`config.mk`:
```
export PLATFORM = sky130hd
export DESIGN_NAME = pht_ctrl
export DESIGN_NICKNAME = d
export VERILOG_FILES = /design/src/rtl/pht_ctrl_pkg.sv /design/src/rtl/pht_sat_counter.sv /design/src/rtl/pht_ctrl.sv
export SDC_FILE = /design/constraint.sdc
export NUM_CORES = 1
export LEC_CHECK = 0
export ABC_AREA = 1
export BUFFER_PORTS_ARGS = -buffer_cell sky130_fd_sc_hd__buf_2
export CAP_MARGIN = 20
export CORE_MARGIN = 8
export CORE_UTILIZATION = 45
export CTS_BUF_LIST = sky130_fd_sc_hd__clkbuf_8 sky130_fd_sc_hd__clkbuf_16
export CTS_CLUSTER_SIZE = 14
export DETAILED_ROUTE_END_ITERATION = 12
export HOLD_SLACK_MARGIN = 0.12
export PLACE_DENSITY = 0.77
export SLEW_MARGIN = 0
export SYNTH_ARGS = -nofsm -noshare
export SYNTH_HDL_FRONTEND = slang
export SYNTH_SLANG_ARGS = --single-unit
```
`constraint.sdc`:
```
create_clock -name clk -period 3.62 [get_ports clk]
set_clock_uncertainty 0.15 [all_clocks]
set_input_delay 0.724 -clock clk [delete_from_list [all_inputs] [get_ports clk]]
set_output_delay 0.724 -clock clk [all_outputs]
set_load 0.02 [all_outputs]
```
`src/rtl/pht_ctrl_pkg.sv`:
```
// Shared constants for the branch pattern history table controller.
// Default table index width, 2-bit counter encodings and FSM state encoding.
// Imported by the controller and by the saturating counter it instantiates.
package pht_ctrl_pkg;

  localparam int PHT_IDX_W = 13;

  // 2-bit saturating counter encodings; bit 1 is the taken prediction
  localparam logic [1:0] CTR_SNT = 2'b00;
  localparam logic [1:0] CTR_WNT = 2'b01;
  localparam logic [1:0] CTR_WT  = 2'b10;
  localparam logic [1:0] CTR_ST  = 2'b11;

  typedef enum logic {
    S_SWEEP = 1'b0,
    S_IDLE  = 1'b1
  } pht_state_e;

endpackage

```
`src/rtl/pht_sat_counter.sv`:
```
// Next state of a 2-bit saturating branch counter.
// Purely combinational, zero latency.
// No flow control: output follows the inputs every cycle.
module pht_sat_counter
  import pht_ctrl_pkg::*;
(
  input  logic [1:0] i_state,
  input  logic       i_taken,
  output logic [1:0] o_next
);

  // Move one step toward the observed outcome, saturating at both ends
  always_comb begin
    o_next = i_state;
    if (i_taken) begin
      if (i_state != CTR_ST) o_next = i_state + 2'd1;
    end else begin
      if (i_state != CTR_SNT) o_next = i_state - 2'd1;
    end
  end

endmodule

```
`src/rtl/pht_ctrl.sv`:
```
// Owns the PHT write port: init sweep after reset/flush, else EX counter updates.
// Writes take effect in the request cycle; pred_state is valid one cycle after rd_en.
// Updates arriving during a sweep, or together with a flush, are dropped (no stall).
module pht_ctrl
  import pht_ctrl_pkg::*;
#(
  parameter int         IDX_W      = PHT_IDX_W,
  parameter logic [1:0] INIT_STATE = CTR_SNT
) (
  input  logic             clk,
  input  logic             rst,
  input  logic             flush_req,
  input  logic             rd_en,
  input  logic [IDX_W-1:0] rd_index,
  input  logic             upd_valid,
  input  logic [IDX_W-1:0] upd_index,
  input  logic             upd_taken,
  input  logic [1:0]       upd_state,
  output logic             tbl_we,
  output logic [IDX_W-1:0] tbl_waddr,
  output logic [1:0]       tbl_wdata,
  output logic             tbl_re,
  output logic [IDX_W-1:0] tbl_raddr,
  input  logic [1:0]       tbl_rdata,
  output logic [1:0]       pred_state,
  output logic             busy,
  output logic [31:0]      cnt_branch,
  output logic [31:0]      cnt_miss
);

  localparam logic [IDX_W-1:0] SC_LAST = '1;

  pht_state_e       r_state;
  pht_state_e       w_state_nxt;
  logic [IDX_W-1:0] r_sc;
  logic [IDX_W-1:0] w_sc_nxt;
  logic             w_we;
  logic [IDX_W-1:0] w_waddr;
  logic [1:0]       w_wdata;
  logic [1:0]       w_sat_next;
  logic             w_cnt_en;
  logic             w_busy;
  logic             r_busy_d;
  logic             r_hit;
  logic [1:0]       r_byp_dat;
  logic [31:0]      r_cnt_branch;
  logic [31:0]      r_cnt_miss;

  pht_sat_counter u_sat (
    .i_state (upd_state),
    .i_taken (upd_taken),
    .o_next  (w_sat_next)
  );

  // FSM state and sweep counter registers
  always_ff @(posedge clk or negedge rst) begin
    if (!rst) begin
      r_state <= S_SWEEP;
      r_sc    <= '0;
    end else begin
      r_state <= w_state_nxt;
      r_sc    <= w_sc_nxt;
    end
  end

  // Next state and write-port mux; a flush always wins over the update
  always_comb begin
    w_state_nxt = r_state;
    w_sc_nxt    = r_sc;
    w_we        = 1'b0;
    w_waddr     = upd_index;
    w_wdata     = w_sat_next;
    w_cnt_en    = 1'b0;
    case (r_state)
      S_SWEEP: begin
        w_we    = 1'b1;
        w_waddr = r_sc;
        w_wdata = INIT_STATE;
        if (flush_req) begin
          w_sc_nxt = '0;
        end else begin
          w_sc_nxt = r_sc + IDX_W'(1);
          if (r_sc == SC_LAST) w_state_nxt = S_IDLE;
        end
      end
      S_IDLE: begin
        if (flush_req) begin
          w_state_nxt = S_SWEEP;
          w_sc_nxt    = '0;
        end else begin
          w_we     = upd_valid;
          w_cnt_en = upd_valid;
        end
      end
    endcase
  end

  assign w_busy    = (r_state == S_SWEEP);
  assign busy      = w_busy;
  // The reset state is SWEEP, so hold the write enable off while reset is asserted
  assign tbl_we    = w_we & rst;
  assign tbl_waddr = w_waddr;
  assign tbl_wdata = w_wdata;
  assign tbl_re    = rd_en;
  assign tbl_raddr = rd_index;

  // Branch/mispredict statistics; a flush clears them in any state
  always_ff @(posedge clk or negedge rst) begin
    if (!rst) begin
      r_cnt_branch <= '0;
      r_cnt_miss   <= '0;
    end else if (flush_req) begin
      r_cnt_branch <= '0;
      r_cnt_miss   <= '0;
    end else if (w_cnt_en) begin
      r_cnt_branch <= r_cnt_branch + 32'd1;
      if (upd_state[1] != upd_taken) r_cnt_miss <= r_cnt_miss + 32'd1;
    end
  end

  assign cnt_branch = r_cnt_branch;
  assign cnt_miss   = r_cnt_miss;

  // Capture same-cycle write data when the lookup hits the address being written
  always_ff @(posedge clk or negedge rst) begin
    if (!rst) begin
      r_hit     <= 1'b0;
      r_byp_dat <= INIT_STATE;
    end else if (rd_en) begin
      r_hit     <= w_we && (rd_index == w_waddr);
      r_byp_dat <= w_wdata;
    end
  end

  // Delayed busy covers the read issued in the final sweep cycle
  always_ff @(posedge clk or negedge rst) begin
    if (!rst) r_busy_d <= 1'b1;
    else      r_busy_d <= w_busy;
  end

  assign pred_state = (w_busy || r_busy_d) ? INIT_STATE :
                      (r_hit ? r_byp_dat : tbl_rdata);

endmodule

```
# Word-level counts from Yosys, hierarchy flattened
# Cells that the tools add are included.
[totals]
reg_bits = 82
inputBits = 36
out_inout_bits = 97
[op_classes]
n_addsub = 5
eq_ne = 5
n_mux = 22
n_bitwise = 2
n_reduce_logical = 6
[op_table]
columns = ["operator", "count"]
rows = [
  ["$mux 32", 5],
  ["$add 32x1->32 const B", 2],
  ["$mux 13", 3],
  ["$pmux 13 s2", 1],
  ["$add 13x1->13 const B", 1],
  ["$eq 13x13->1", 1],
  ["$eq 13x13->1 const B", 1],
  ["$mux 2", 6],
  ["$reduce_bool 2->1", 3],
  ["$mux 1", 5],
  ["$ne 2x2->1 const B", 2],
  ["$pmux 1 s2", 2],
  ["$add 2x1->2 const B", 1],
  ["$reduce_and 2->1", 1],
  ["$sub 2x1->2 const B", 1],
  ["$and 1x1->1", 1],
  ["$logic_and 1x1->1", 1],
  ["$logic_or 1x1->1", 1],
  ["$ne 1x1->1", 1],
  ["$not 1->1", 1],
]

# Longest topological paths before layout
[logic_depth]
ltp_word = 4
mapped_depth = 11

# By module
# Synthesis repeated with hierarchy kept, for this count alone.
[hier_totals]
cells_unflattened = 854
hier_area_um2 = 5606.6
[modules_own_cells]
columns = ["module", "instances", "cells_each", "area_each_um2"]
rows = [
  ["pht_ctrl", 1, 848, 5581.6],
  ["pht_sat_counter", 1, 6, 25.0],
]

# Worst setup path before layout
# OpenSTA, ideal clock, no wires.
[synth_path]
kind = "register -> output"
start = "register r_state"
end = "output pred_state[0]"
arrival_time_ps = 1600
required_ps = 2746
setup_slack_ps = 1146
stages_incl_launch_ff = 5
path_buffers = 1
path_cell_list = "dfrtp_1 > inv_2 > clkbuf_1 > or2_2 > a211oi_1"
[synth_between]
elab_chain_len = 3
[synth_rtl]
columns = ["item", "line", "source"]
rows = [
  ["from (decl)", "pht_ctrl.sv:33", "pht_state_e r_state;"],
  ["from (signal assigned)", "pht_ctrl.sv:61", "r_state <= w_state_nxt;"],
  ["$not 1->1", "-", ""],
  ["net busy", "pht_ctrl.sv:26", "output logic busy,"],
  ["$logic_or 1x1->1", "pht_ctrl.sv:141", "assign pred_state = (w_busy || r_busy_d) ? INIT_STATE :"],
  ["$mux 2", "pht_ctrl.sv:141", ""],
  ["to (decl)", "pht_ctrl.sv:25", "output logic [1:0] pred_state,"],
]
# The timed path passes the listed nets, and every way through them passes these cells.

# Worst setup path in the final report
[layout_path]
start = "input rst"
end = "output tbl_we"
[layout_between]
elab_chain_len = 1
[layout_rtl]
columns = ["item", "line", "source"]
rows = [
  ["from (decl)", "pht_ctrl.sv:11", "input logic rst,"],
  ["$and 1x1->1", "pht_ctrl.sv:101", "assign tbl_we = w_we & rst;"],
  ["to (decl)", "pht_ctrl.sv:19", "output logic tbl_we,"],
]
# Every way passes these cells.

==> qor.json <==
{
  "worstMarginPinSlew": {"value": 0.8402, "unit": "ns"},
  "cts-buffers-inserted": {"value": 9},
  "cts_max_level": {"value": 3},
  "worst-setup-path-type": {"value": "in -> out"},
  "avgRoutedWirePerCell": {"value": 13.52, "unit": "um"},
  "synthesis.area": {"value": 5404, "unit": "um^2"},
  "worst_slack_placed": {"value": 1.116, "unit": "ns"},
  "yosys_register_bits": {"value": 82},
  "layout.nets": {"value": 996},
  "simple_gate_area_share_of_the_yosys_netlist": {"value": 0.4087},
  "placeable_core_region": {"value": 11860, "unit": "um^2"},
  "grt_pass1_vias": {"value": 5278},
  "timing.final.crit_period": {"value": 2.782, "unit": "ns"},
  "netlist-cell-type-count": {"value": 38},
  "synth_fa_ha_area_frac": {"value": 0.006946},
  "grt_first_pass_wirelength": {"value": 25210, "unit": "um"},
  "cap_violations": {"value": 0},
  "ctsLongestPathBuffers": {"value": 2},
  "timing.final.setup_violations": {"value": 0},
  "clkLatencyLatePin": {"value": 0.34, "unit": "ns"},
  "synth_xor_area_frac": {"value": 0},
  "timing.final.max_slew_violations": {"value": 0},
  "dr_total_vias": {"value": 5618},
  "r2r_start": {"value": "r_state$_DFF_PN0_"},
  "die_area": {"value": 15770, "unit": "um^2"},
  "final.period_utilization": {"value": 0.7685},
  "timing.critical_path.arrival": {"value": 1.91, "unit": "ns"},
  "synth_top_family_by_area": {"value": "simple AND/OR/NAND/NOR gates"},
  "synth_compound_area_frac": {"value": 0.08405},
  "globalplace.congestion": {"value": 0.8507},
  "grt.overflow.total": {"value": 0},
  "ctsResizeCount": {"value": 0},
  "drtAntennaViolNets": {"value": 0},
  "cellLeakagePower": {"value": 3.337, "unit": "nW"},
  "antenna-diode-count": {"value": 0},
  "net-switching-power": {"value": 0.0004988, "unit": "W"},
  "min-delay-start": {"value": "cnt_branch[11]$_DFFE_PN0P_"},
  "wl_final": {"value": 15000, "unit": "um"},
  "std_cell_rows": {"value": 40},
  "cellInternalPower": {"value": 0.001526, "unit": "W"},
  "grt_setup_unrepaired": {"value": "no"},
  "start_kind": {"value": "input pin"},
  "synth_nets": {"value": 877},
  "yosys_warnings": {"value": 0},
  "hold-path-cell-count": {"value": 1},
  "fraction_of_the_yosys_area_taken_by_sequential_cells": {"value": 0.3799},
  "hold_end": {"value": "cnt_branch[11]$_DFFE_PN0P_"},
  "drt_pass1_iterations": {"value": 7},
  "power_density": {"value": 316.0, "unit": "nW/um^2"},
  "timing.critical_path.to_type": {"value": "output pin"},
  "detail_route.drc_violations": {"value": 0},
  "die_h": {"value": 125.6, "unit": "um"},
  "setup_tns": {"value": 0, "unit": "ns"},
  "initial_antenna_violation_count": {"value": 0},
  "swShare": {"value": 0.2463},
  "share_clk_of_total_power": {"value": 0.471},
  "die_width": {"value": 125.6, "unit": "um"},
  "netlist_instances": {"value": 838},
  "cts_tree": {"value": "yes"},
  "run_status": {"value": "complete, no violations"},
  "post-dp-hpwl": {"value": 11520, "unit": "um"},
  "post_drt_via_cell_ratio": {"value": 5.066},
  "io_pins": {"value": 133},
  "slew-limit-headroom": {"value": 0.4399},
  "cts_root_buffer": {"value": "sky130_fd_sc_hd__clkbuf_16"},
  "required": {"value": 2.75, "unit": "ns"},
  "clkSlewWorstSetupHoldPaths": {"value": 0.06, "unit": "ns"},
  "seq_power_share": {"value": 0.457},
  "drive_gt1_frac": {"value": 0.1830},
  "pwr-share-comb": {"value": 0.072},
  "initialDrtViolationCount": {"value": 397},
  "global_route.usage.total": {"value": 0.1929},
  "final.setup.worst_slack": {"value": 0.8379, "unit": "ns"},
  "register_to_register_path_setup_slack": {"value": 1.41, "unit": "ns"},
  "critical_path.max_fanout": {"value": 17},
  "cts_num_sinks": {"value": 82},
  "yosys-mux-area-fraction": {"value": 0},
  "syn-mean-instance-area": {"value": 6.449, "unit": "um^2"},
  "hold_viol": {"value": 0},
  "hold_path.class": {"value": "reg -> reg"},
  "grt_start_max_net_pins": {"value": 68},
  "port-buffer-count": {"value": 132},
  "fmax": {"value": 0.3594, "unit": "GHz"},
  "timing.rr.end": {"value": "cnt_miss[18]$_DFFE_PN0P_"},
  "timing.hold.ws": {"value": 0.3828, "unit": "ns"},
  "max-vdd-ir-drop": {"value": 193.9, "unit": "uV"},
  "reg2reg_depth": {"value": 7},
  "initial_core_util": {"value": 0.4556},
  "area_growth": {"value": 18.59, "unit": "%"}
}
## flip-flops by register name, summed over array words and instances (netlist names)
register and count:
cnt_miss 32, r_byp_dat 2, r_state 1, r_sc 13, cnt_branch 32, r_busy_d 1, r_hit 1
## worst max-delay path by stage
stage	startpoint	end	slack, ns	cells after the start
5_1_grt	rst	tbl_we	0.73	4
3_3_place_gp	flush_req	cnt_miss[17]$_DFFE_PN0P_	1.17	9
3_5_place_dp	flush_req	cnt_miss[3]$_DFFE_PN0P_	1.12	7
4_1_cts	rst	tbl_we	0.81	4
6_report	rst	tbl_we	0.84	4
2_1_floorplan	r_state$_DFF_PN0_	pred_state[0]	1.15	4
## worst max-delay path, cell delays in order
cell and delay [ns]:
sky130_fd_sc_hd__dlygate4sd3_1 0.53, sky130_fd_sc_hd__buf_4 0.25, sky130_fd_sc_hd__a21boi_0 0.21, sky130_fd_sc_hd__buf_2 0.19
## cells in the final DEF (no fill, tap or decap), types with 3 or more instances in the layout
cell,n
sky130_fd_sc_hd__nand2_1,252
sky130_fd_sc_hd__nor2_1,147
sky130_fd_sc_hd__buf_2,131
sky130_fd_sc_hd__inv_1,116
sky130_fd_sc_hd__dfrtp_1,81
sky130_fd_sc_hd__nand3_1,65
sky130_fd_sc_hd__o21ai_0,39
sky130_fd_sc_hd__a21oi_1,28
sky130_fd_sc_hd__nand4_1,24
sky130_fd_sc_hd__nor3_1,11
sky130_fd_sc_hd__clkbuf_16,9
sky130_fd_sc_hd__nand2_2,5
sky130_fd_sc_hd__nor2_2,5
sky130_fd_sc_hd__buf_4,5
sky130_fd_sc_hd__nor2_4,4
sky130_fd_sc_hd__or2_2,3
sky130_fd_sc_hd__a211oi_1,3
sky130_fd_sc_hd__ha_1,3
sky130_fd_sc_hd__clkinv_4,3
## power by group through the flow
stage | logic (W) | clock network, W | registers (W)
finish | 0.000146 | 0.000955 | 0.000925
global route | 0.000164 | 0.00100 | 0.000924
CTS | 0.000148 | 0.000972 | 0.000924
detailed placement | 0.000147 | 0 | 0.000942
global placement | 0.000144 | 0 | 0.000941
floorplan | 0.0000891 | 0 | 0.000942
## layout make-up
cell class	count	area (um^2)
clock buffer	10	239.0
clock inverter	6	73.82
fill	1152	5453
inverter	120	455.4
multi-input combinational	607	2700
sequential	82	2053
tap	147	183.9
timing repair buffer	137	703.2
## cell usage after synthesis (all sizes together)
master / number / area, um^2
nor3: 11 / 55.05
clkbuf: 3 / 11.26
a21oi: 29 / 156.4
inv: 120 / 455.4
or2: 4 / 25.03
a22o: 1 / 8.760
nand4: 24 / 150.1
ha: 3 / 37.54
and2: 1 / 6.260
o21bai: 2 / 15.01
dfrtp: 81 / 2027
o221ai: 1 / 8.760
buf: 26 / 183.9
a32o: 1 / 10.01
nand3: 65 / 325.3
o21ai: 41 / 205.2
o31ai: 1 / 7.510
a21boi: 1 / 7.510
nand2: 257 / 977.2
o22ai: 1 / 6.260
a211oi: 3 / 22.52
and3: 1 / 6.260
nor2: 157 / 648.1
dfstp: 1 / 26.28
a31oi: 1 / 6.260
nor3b: 2 / 15.01
## metal layers
layer	up-vias	part of all wire	GRT usage
met5	-	0	0
met4	0	0.018	0.06877
met3	21	0.087	0.05652
met2	211	0.45	0.3121
met1	2520	0.45	0.2394
li1	2866	-	-
## metrics by stage
| step | area (um^2) | total power (W) | instances | utilization |
|---|---|---|---|---|
| final | 6409 | 0.002025 | 1109 | 0.5403 |
| after global routing | 6409 | 0.002093 | 1109 | 0.5403 |
| after CTS | 6409 | 0.002044 | 1109 | 0.5403 |
| after detailed placement | 6086 | 0.001088 | 1092 | 0.5131 |
| after global placement | 6086 | 0.001085 | 1092 | 0.5131 |
| after floorplan | 5404 | 0.001031 | 838 | - |
## repair_timing
item	CTS	global route
setup buffers	0	0
hold buffers	1	0
setup endpoints to repair	0	0
endpoints found under the hold margin	15	0
## logic make-up after synthesis
family,after synthesis
AND/OR/NAND/NOR,522
buffers and inverters,149
AO/OA/AOI/OAI,82
flip-flops,82
adder cells (fa/ha/maj),3
(Power assumes the default switching activity.)
